## config.mk

```make
export PLATFORM = sky130hd
export DESIGN_NAME = adc_port_sched
export DESIGN_NICKNAME = d
export VERILOG_FILES = /design/src/rtl/adc_sched_pkg.sv /design/src/rtl/adc_port_sched_rr_next_sel.sv /design/src/rtl/adc_port_sched.sv
export SDC_FILE = /design/constraint.sdc
export NUM_CORES = 1
export LEC_CHECK = 0
export ABC_AREA = 1
export CAP_MARGIN = 20
export CORE_ASPECT_RATIO = 0.8
export CORE_UTILIZATION = 25
export CTS_CLUSTER_SIZE = 28
export DETAILED_ROUTE_END_ITERATION = 12
export GPL_TIMING_DRIVEN = 0
export PLACE_DENSITY = 0.49
export SYNTH_ARGS = -nofsm -noshare
export SYNTH_HDL_FRONTEND = slang
export SYNTH_SLANG_ARGS = --single-unit
```

## constraint.sdc

```tcl
create_clock -name clk -period 3.35 [get_ports clk]
set_clock_uncertainty 0.1 [all_clocks]
set_input_delay 1.005 -clock clk [delete_from_list [all_inputs] [get_ports clk]]
set_output_delay 1.005 -clock clk [all_outputs]
set_load 0.01 [all_outputs]
```

## src/rtl/adc_sched_pkg.sv

```systemverilog
// Shared types and helpers for the ADC port time-division scheduler.
package adc_sched_pkg;

  typedef enum logic [1:0] {
    IDLE,
    ARM,
    SETTLE,
    DWELL
  } sched_state_e;

  // Widest mask the helper accepts; callers zero-extend narrower masks.
  localparam int MAX_PORTS = 64;

  function automatic int unsigned lowest_set(input logic [MAX_PORTS-1:0] m);
    lowest_set = 0;
    for (int i = MAX_PORTS - 1; i >= 0; i--) begin
      if (m[i]) lowest_set = i;
    end
  endfunction

endpackage

```

## src/rtl/adc_port_sched_rr_next_sel.sv

```systemverilog
// Rotating priority search: next enabled port strictly above cur, else wrap to the lowest.
module rr_next_sel
  import adc_sched_pkg::*;
#(
  parameter int PORTS = 18,
  parameter int SEL_W = $clog2(PORTS)
) (
  input  logic [PORTS-1:0] mask,
  input  logic [SEL_W-1:0] cur,
  output logic [SEL_W-1:0] next_sel,
  output logic             wrap
);

  logic [PORTS-1:0] above;

  always_comb begin
    above = '0;
    for (int i = 0; i < PORTS; i++) begin
      above[i] = mask[i] && (i > int'(cur));
    end
    wrap     = ~|above;
    next_sel = wrap ? SEL_W'(lowest_set(MAX_PORTS'(mask)))
                    : SEL_W'(lowest_set(MAX_PORTS'(above)));
  end

endmodule

```

## src/rtl/adc_port_sched.sv

```systemverilog
// Round-robin ADC port scheduler: guard/settle then dwell per enabled port,
// with optional PPS-gated start and PPS re-alignment.
module adc_port_sched
  import adc_sched_pkg::*;
#(
  parameter int PORTS   = 18,
  parameter int SEL_W   = $clog2(PORTS),
  parameter int DWELL_W = 24,
  parameter int GUARD   = 4
) (
  input  logic               clk,
  input  logic               resetn,
  input  logic               cfg_en,
  input  logic [PORTS-1:0]   cfg_mask,
  input  logic [DWELL_W-1:0] cfg_dwell,
  input  logic               cfg_pps_start,
  input  logic               cfg_pps_resync,
  input  logic               pps,
  output logic [SEL_W-1:0]   sel,
  output logic               sel_valid,
  output logic               switch_pulse,
  output logic               cycle_done,
  output logic               busy,
  output logic               err_empty
);

  localparam int GUARD_W = $clog2(GUARD + 1);
  localparam logic [GUARD_W-1:0] GUARD_LAST = GUARD_W'(GUARD - 1);

  sched_state_e       state_q, state_d;
  logic [SEL_W-1:0]   sel_q, sel_d;
  logic [PORTS-1:0]   mask_s_q, mask_s_d;
  logic [DWELL_W-1:0] dwell_s_q, dwell_s_d;
  logic [GUARD_W-1:0] guard_cnt_q, guard_cnt_d;
  logic [DWELL_W-1:0] dwell_cnt_q, dwell_cnt_d;
  logic               switch_pulse_q, switch_pulse_d;
  logic               cycle_done_q, cycle_done_d;
  logic               err_empty_q, err_empty_d;

  logic [SEL_W-1:0]   run_next, first_sel;
  logic               run_wrap, first_wrap_unused;
  logic [DWELL_W-1:0] dwell_last;
  logic               cfg_mask_zero;
  logic               reload;

  rr_next_sel #(.PORTS(PORTS), .SEL_W(SEL_W)) u_rr_run (
    .mask     (mask_s_q),
    .cur      (sel_q),
    .next_sel (run_next),
    .wrap     (run_wrap)
  );

  // Searching from the top index always wraps, yielding the lowest set bit of the live mask.
  rr_next_sel #(.PORTS(PORTS), .SEL_W(SEL_W)) u_rr_first (
    .mask     (cfg_mask),
    .cur      (SEL_W'(PORTS - 1)),
    .next_sel (first_sel),
    .wrap     (first_wrap_unused)
  );

  assign cfg_mask_zero = ~|cfg_mask;
  assign dwell_last    = (dwell_s_q == '0) ? '0 : dwell_s_q - DWELL_W'(1);

  always_comb begin
    state_d        = state_q;
    sel_d          = sel_q;
    mask_s_d       = mask_s_q;
    dwell_s_d      = dwell_s_q;
    guard_cnt_d    = guard_cnt_q;
    dwell_cnt_d    = dwell_cnt_q;
    switch_pulse_d = 1'b0;
    cycle_done_d   = 1'b0;
    err_empty_d    = err_empty_q;
    reload         = 1'b0;

    if (!cfg_en) begin
      state_d     = IDLE;
      err_empty_d = 1'b0;
      guard_cnt_d = '0;
      dwell_cnt_d = '0;
    end else begin
      unique case (state_q)
        IDLE: begin
          if (cfg_mask_zero) begin
            err_empty_d = 1'b1;
          end else begin
            reload  = 1'b1;
            state_d = cfg_pps_start ? ARM : SETTLE;
          end
        end
        ARM: begin
          if (pps) state_d = SETTLE;
        end
        SETTLE, DWELL: begin
          // A resync pps wins over a dwell expiry landing on the same cycle.
          if (pps && cfg_pps_resync) begin
            reload = 1'b1;
          end else if (state_q == SETTLE) begin
            if (guard_cnt_q == GUARD_LAST) begin
              guard_cnt_d = '0;
              state_d     = DWELL;
            end else begin
              guard_cnt_d = guard_cnt_q + 1'b1;
            end
          end else if (dwell_cnt_q == dwell_last) begin
            dwell_cnt_d = '0;
            if (run_wrap) begin
              reload       = 1'b1;
              cycle_done_d = 1'b1;
            end else begin
              sel_d          = run_next;
              switch_pulse_d = 1'b1;
              state_d        = SETTLE;
            end
          end else begin
            dwell_cnt_d = dwell_cnt_q + 1'b1;
          end
        end
        default: state_d = IDLE;
      endcase

      // Shadow reload shared by start, wrap and resync; an empty live mask parks in IDLE.
      if (reload) begin
        guard_cnt_d = '0;
        dwell_cnt_d = '0;
        if (cfg_mask_zero) begin
          state_d      = IDLE;
          err_empty_d  = 1'b1;
          cycle_done_d = 1'b0;
        end else begin
          mask_s_d       = cfg_mask;
          dwell_s_d      = cfg_dwell;
          sel_d          = first_sel;
          switch_pulse_d = 1'b1;
          if (state_q != IDLE) state_d = SETTLE;
        end
      end
    end
  end

  always_ff @(posedge clk or negedge resetn) begin
    if (!resetn) begin
      state_q        <= IDLE;
      sel_q          <= '0;
      mask_s_q       <= '0;
      dwell_s_q      <= '0;
      guard_cnt_q    <= '0;
      dwell_cnt_q    <= '0;
      switch_pulse_q <= 1'b0;
      cycle_done_q   <= 1'b0;
      err_empty_q    <= 1'b0;
    end else begin
      state_q        <= state_d;
      sel_q          <= sel_d;
      mask_s_q       <= mask_s_d;
      dwell_s_q      <= dwell_s_d;
      guard_cnt_q    <= guard_cnt_d;
      dwell_cnt_q    <= dwell_cnt_d;
      switch_pulse_q <= switch_pulse_d;
      cycle_done_q   <= cycle_done_d;
      err_empty_q    <= err_empty_d;
    end
  end

  assign sel          = sel_q;
  assign sel_valid    = (state_q == DWELL);
  assign busy         = (state_q != IDLE);
  assign switch_pulse = switch_pulse_q;
  assign cycle_done   = cycle_done_q;
  assign err_empty    = err_empty_q;

endmodule

```

# After elaboration in Yosys (flattened, before gate mapping)
# Cells that the tools add are included.
# word_totals
in_bits	48
word_cells	158
reg_bits	79
output_inout_bits	10
# op_classes
n_addsub	3
magnitude_cmp	17
n_reduce_logical	27
n_eq_ne	9
muxes	93
# op_table
cell	count
two-way mux 5 bit	42
two-way mux 24 bit	7
greater-than comparator 4 x 5 -> 1 bit (first input constant)	8
adder 24 x 1 -> 24 bit (second input constant)	1
equality test 24 bit	1
logical NOT 24 bit	1
two-way mux 1 bit	24
two-way mux 2 bit	12
subtractor 24 x 1 -> 24 bit (second input constant)	1
greater-than comparator 3 x 5 -> 1 bit (first input constant)	4
logical AND 1 bit	18
two-way mux 3 bit	6
OR reduction 18 bit	1
OR reduction 17 bit	1
greater-than comparator 2 x 5 -> 1 bit (first input constant)	2
greater-than comparator 5 bit (first input constant)	2
AND reduction 3 bit	3
inequality test 3 x 1 -> 1 bit (second input constant)	2
inequality test 3 x 2 -> 1 bit (second input constant)	2
one-hot mux 2 bit (3 select lines)	1
greater-than comparator 1 x 5 -> 1 bit (first input constant)	1
equality test 2 bit (second input constant)	2
adder 3 x 1 -> 3 bit (second input constant)	1
equality test 3 x 2 -> 1 bit (second input constant)	1
5 further kinds	5

# Depth between registers and ports, before layout
# depth
depth_word	26
depth_mapped	24
depth_no_buf	23

# Hierarchy
# A second synthesis with hierarchy kept.
# unflattened
hier_cells	1043
area_unflattened_um2	6429.9
# modules_own_cells
module	cells_per_inst	area_per_inst_um2	instances
adc_port_sched	740	5049.8	1
rr_next_sel at u_rr_first	152	701.9	1
rr_next_sel at u_rr_run	151	678.2	1

# Worst setup path after synthesis
# Ideal clock, no wire load.
# synth_path
path_type	input-to-reg
from	input port pps
to	register dwell_cnt_q[21]
stages	17
required_time_ns	3.129
arrival_time_ns	2.835
n_path_buf	0
setup_ns	0.121
path_slack_ns	0.294
path_cell_list	nand2_1 nand2_2 inv_2 nand2_1 nor2_2 nand4_1 nor2_1 nand2_1 nor2_1 nand2_1 nor2_1 nand4_1 nor2_1 nand2_1 nor3_1 xor2_1 nor2_1
# synth_via
elab_chain_len	6
word_cells_on_any_way	10
cone_classes	eq/ne (3); mux (5); reduce/logical (2)
# synth_rtl
item	line_no	text
start: declaration	adc_port_sched.sv:18	input logic pps,
logical AND 1 bit (*)	adc_port_sched.sv:96	if (pps && cfg_pps_resync) begin
two-way mux 1 bit	adc_port_sched.sv:96	
one-hot mux 1 bit (2 select lines)	adc_port_sched.sv:82	unique case (state_q)
two-way mux 1 bit	adc_port_sched.sv:76	if (!cfg_en) begin
inequality test 3 x 2 -> 1 bit (no source line) (tied with other cells)	n/a	
AND reduction 3 bit (no source line) / two-way mux 24 bit (equally long branches)	n/a	
end signal: assignment	adc_port_sched.sv:158	dwell_cnt_q <= dwell_cnt_d;
end: declaration	adc_port_sched.sv:35	logic [DWELL_W-1:0] dwell_cnt_q, dwell_cnt_d;
# Every way passes the cells marked *; elsewhere a longest branch is shown, timed or not. The select of a mux whose other input is x is not followed.
# A chain may end at the register's enable or synchronous reset.

# Worst setup path in the final report
# layout_path
from	register dwell_s_q[0]
to	register cycle_done_q (netlist: cycle_done)
# layout_via
elab_chain_len	10
word_cells_on_any_way	14
cone_classes	add/sub (1); eq/ne (1); mux (11); reduce/logical (1)
# layout_rtl
item	line_no	text
start: declaration	adc_port_sched.sv:33	logic [DWELL_W-1:0] dwell_s_q, dwell_s_d;
start signal: assignment	adc_port_sched.sv:156	dwell_s_q <= dwell_s_d;
subtractor 24 x 1 -> 24 bit / logical NOT 24 bit (equally long branches)	adc_port_sched.sv:62	assign dwell_last = (dwell_s_q == '0) ? '0 : dwell_s_q - DWELL_W'(1);
two-way mux 24 bit (*)	adc_port_sched.sv:62	
equality test 24 bit (*)	adc_port_sched.sv:105	end else if (dwell_cnt_q == dwell_last) begin
two-way mux 1 bit (*)	adc_port_sched.sv:105	
two-way mux 1 bit (*)	adc_port_sched.sv:98	end else if (state_q == SETTLE) begin
two-way mux 1 bit	adc_port_sched.sv:96	
one-hot mux 1 bit (2 select lines) / two-way mux 1 bit (equally long branches)	adc_port_sched.sv:82	
two-way mux 1 bit (on tied branches)	adc_port_sched.sv:76, adc_port_sched.sv:126	
two-way mux 1 bit (*)	adc_port_sched.sv:123	if (reload) begin
two-way mux 1 bit (*)	adc_port_sched.sv:76	
named net cycle_done_d	adc_port_sched.sv:37	logic cycle_done_q, cycle_done_d;
end signal: assignment	adc_port_sched.sv:160	cycle_done_q <= cycle_done_d;
end: declaration	adc_port_sched.sv:37	
# The timed path passes the listed nets; every way through them passes the cells marked *. The select of a mux whose other input is x is not followed.

==> summary.md <==
| Metric | Value |
|---|---|
| Minimum clock period | `3280 ps` |
| Vias | `between 5000 and 6000` |
| Leading area contributor after synthesis | `dfrtp_1` |
| Syn. warnings | `0` |
| P per Cell Area | `~450 mW/mm2` |
| H-tree depth | `3` |
| First-pass GRT wire length | `29.6 mm` |
| Max Cap Viol | `0` |
| Period utilization | `0.979` |
| Register bit total from synthesis | `78` |
| Worst slew margin | `0.718` |
| Worst-path maximum fanout | `10` |
| Clk buf depth | `2` |
| Crit path DAT | `3430 ps` |
| CP Launch Type | `flop` |
| IO Count | `58` |
| Hpwl dp | `13.7 mm` |
| GRT overflow | `0` |
| Initial core utilization | `0.256` |
| CTS buffer count | `9` |
| Delay-heaviest family, CP | `simple AND/OR/NAND/NOR gates` |
| Worst setup EP type | `flop` |
| Status | `finished, final reports clean` |
| Die H | `~140 um` |
| Core area | `0.0217 mm2` |
| Row cnt | `48` |
| Max-slew violation count | `0` |
| Ys flop type | `dfrtp_1` |
| Initial antenna violation count | `0` |
| CTS tree | `built` |
| CTS root buffer | `clkbuf_16` |
| Drt initial violations | `483` |
| Die ar. | `0.0228 mm2` |
| Cells along the critical path | `clkinv_4 > ha_4 > buf_6 > nand2_8 > nor2_4 > nand3_4 > buf_8 > buf_8 > nand3_1 > nand2_2 > nand2_1 > nor2_1 > nand2_1 > nor2_2 > nand4_1 > nand2_1 > nand2_2 > nand2_4 > nand3_4 > buf_12 > buf_8 > nor3_2` |
| Die span in x | `roughly 170 um` |
| Share of cells above drive strength 1 | `0.219` |
| Peak VDD IR | `~230 uV` |
| Worst-Margin Slew | `419 ps` |
| Syn Nets | `878` |
| Setup violation total in the final timing report | `0` |
| GPL Wtd Cong | `0.928` |
| Post-synth EDFFs | `0` |
| Most common cell in the synthesized netlist | `nand2_1` |
| Required @ worst endpoint | `3500 ps` |
| Seq/Total Area, Yosys | `0.351` |
| Asr flop ratio synth | `1.00` |
| RSZ-0062 raised after global routing | `yes` |
| Average size of a mapped cell | `~6.7 um2` |
| Via/cell ratio | `4.67` |
| Total GRT Usage | `0.166` |
| Top cell type's share of synthesized area | `0.351` |
| Clock latency at the later pin of the worst-skew pair | `350 ps` |
| Largest net degree at the start of global routing | `54` |
| Post-synthesis cell type count | `38` |
| WS Path Type | `reg -> reg` |
| Sink Count | `78` |
| Synth area leaders | `dfrtp_1, nand2_1, nor2_1` |
| Clock transition at path regs | `60 ps` |
| Tot Pwr | `approximately 3.5 mW` |
| List of most frequent post-synthesis cells | `nand2_1, nor2_1, inv_1` |
| Buf/Inv on CP | `6` |
| Total negative setup slack | `0 ps` |
| Antenna-violating nets left | `0` |
| Min-Delay Path Class | `reg -> reg` |
| Final nets | `a little over 1000` |
| Vias in the first global route | `about 5600` |
| Mapped Area | `approximately 0.0056 mm2` |
| Port Buf Inserts | `57` |
| Antenna cell count | `0` |
| DRT Pass-1 Iters | `6` |
| Slowest cell on crit path | `dfrtp_1` |
| Final Hold Fails | `0` |
| Gate Count Post-Synth | `roughly 830` |
| Fmax | `305 MHz` |
| Area Overhead vs Synth | `40.3%` |
| # DRC | `0` |
| Pleak | `3.54 nW` |
| Routed wire length | `about 19 mm` |
| Worst path max stage delay | `380 ps` |
| Drt wl/cell | `14.9 um` |
==> layout by cell type (no fill, tap or decap), drive strengths merged, types with 2 or more instances in the layout <==
| cell type | instances |
|---|---|
| a31oi | 4 |
| nand2 | 252 |
| clkinvlp | 2 |
| o21ai | 43 |
| a311oi | 2 |
| nor3 | 12 |
| o21a | 2 |
| clkbuf | 23 |
| clkdlybuf4s50 | 54 |
| buf | 72 |
| ha | 3 |
| nor2 | 127 |
| inv | 104 |
| a21oi | 34 |
| nand3b | 2 |
| nor3b | 3 |
| nor4 | 4 |
| dfrtp | 78 |
| clkinv | 3 |
| nand3 | 76 |
| xor2 | 12 |
| nand4 | 33 |
| xnor2 | 3 |
| o21bai | 2 |
| o211ai | 5 |
| o31ai | 2 |
==> report_power, final <==
group          switching, mW  leakage [nW]  internal, mW
Combinational          0.738          2.42         0.503
Sequential             0.170         0.979          1.08
Clock                  0.416         0.141         0.592
Total                   1.32          3.54          2.17
==> tightest hold or removal path: cells and delay by family (launching register included) <==
kind            cells  cell delay [ps]
compound gates      1               60
simple gates        1               50
flops               1              350
==> path summary, 6_finish.rpt <==
| kind | endpoint | cells after the start | from | slack [ps] |
|---|---|---|---|---|
| hold / removal | mask_s_q[9] | 2 | mask_s_q[9] | 400 |
| min in group asynchronous | dwell_s_q[10] | 1 | resetn | 490 |
| hold reg to reg | mask_s_q[9] | 2 | mask_s_q[9] | 400 |
| setup / recovery | cycle_done | 22 | dwell_s_q[0] | 70 |
| setup reg to reg | cycle_done | 22 | dwell_s_q[0] | 70 |
| max in group asynchronous | sel[0] | 2 | resetn | 2040 |
==> per-stage QoR <==
step | utilization | setup slack (ps) | instance area, um2 | instances | hold WS (ps)
2_1_floorplan | - | 294 | 5560 | 827 | 359
3_3_place_gp | 0.300 | -1960 | 6500 | 1184 | 381
3_5_place_dp | 0.301 | -830 | 6530 | 1185 | 387
4_1_cts | 0.328 | 5.06 | 7110 | 1230 | 402
5_1_grt | 0.360 | -89.9 | 7800 | 1261 | 413
6_report | 0.360 | 71.7 | 7800 | 1261 | 397
==> cell type report <==
type | count | area, um2
flip-flops and latches | 78 | 1960
multi-input cells | 623 | 3350
inverters | 106 | 407
well taps | 300 | 375
clock inverters | 4 | 47.5
repair buffers | 119 | 1180
plain buffers | 20 | 244
clock buffers | 11 | 243
fillers | 2354 | 13900
==> cell families (layout without fill, tap and decap cells) <==
| kind of cell | after synthesis | in the layout | synth area share |
|---|---|---|---|
| AO/OA/AOI/OAI | 95 | 95 | 0.105 |
| XOR/XNOR | 15 | 15 | 0.0236 |
| adder cells (fa/ha/maj) | 3 | 3 | 0.00676 |
| buffers and inverters | 126 | 260 | 0.0998 |
| flip-flops | 78 | 78 | 0.351 |
| AND/OR/NAND/NOR | 510 | 510 | 0.413 |
==> registers in the layout (all words and copies together), names as in the netlist <==
| name | cells |
|---|---|
| dwell_cnt_q | 24 |
| dwell_s_q | 24 |
| mask_s_q | 17 |
| sel | 5 |
| guard_cnt_q | 3 |
| state_q | 2 |
| cycle_done | 1 |
| err_empty | 1 |
| switch_pulse | 1 |
==> repair_timing <==
action                     in CTS  in global routing
hold buffers                    0                  0
cloned                          0                  7
pin swaps                      12                 24
resized for setup              23                101
buffers inserted               30                 24
setup endpoints to repair      76                 71
==> routing by layer <==
layer	track usage	share of wire
met5	0	0
met4	0.0449	0.013
met3	0.0295	0.058
met2	0.247	0.42
met1	0.245	0.51
No activity file was read; power rests on OpenSTA's default activity.
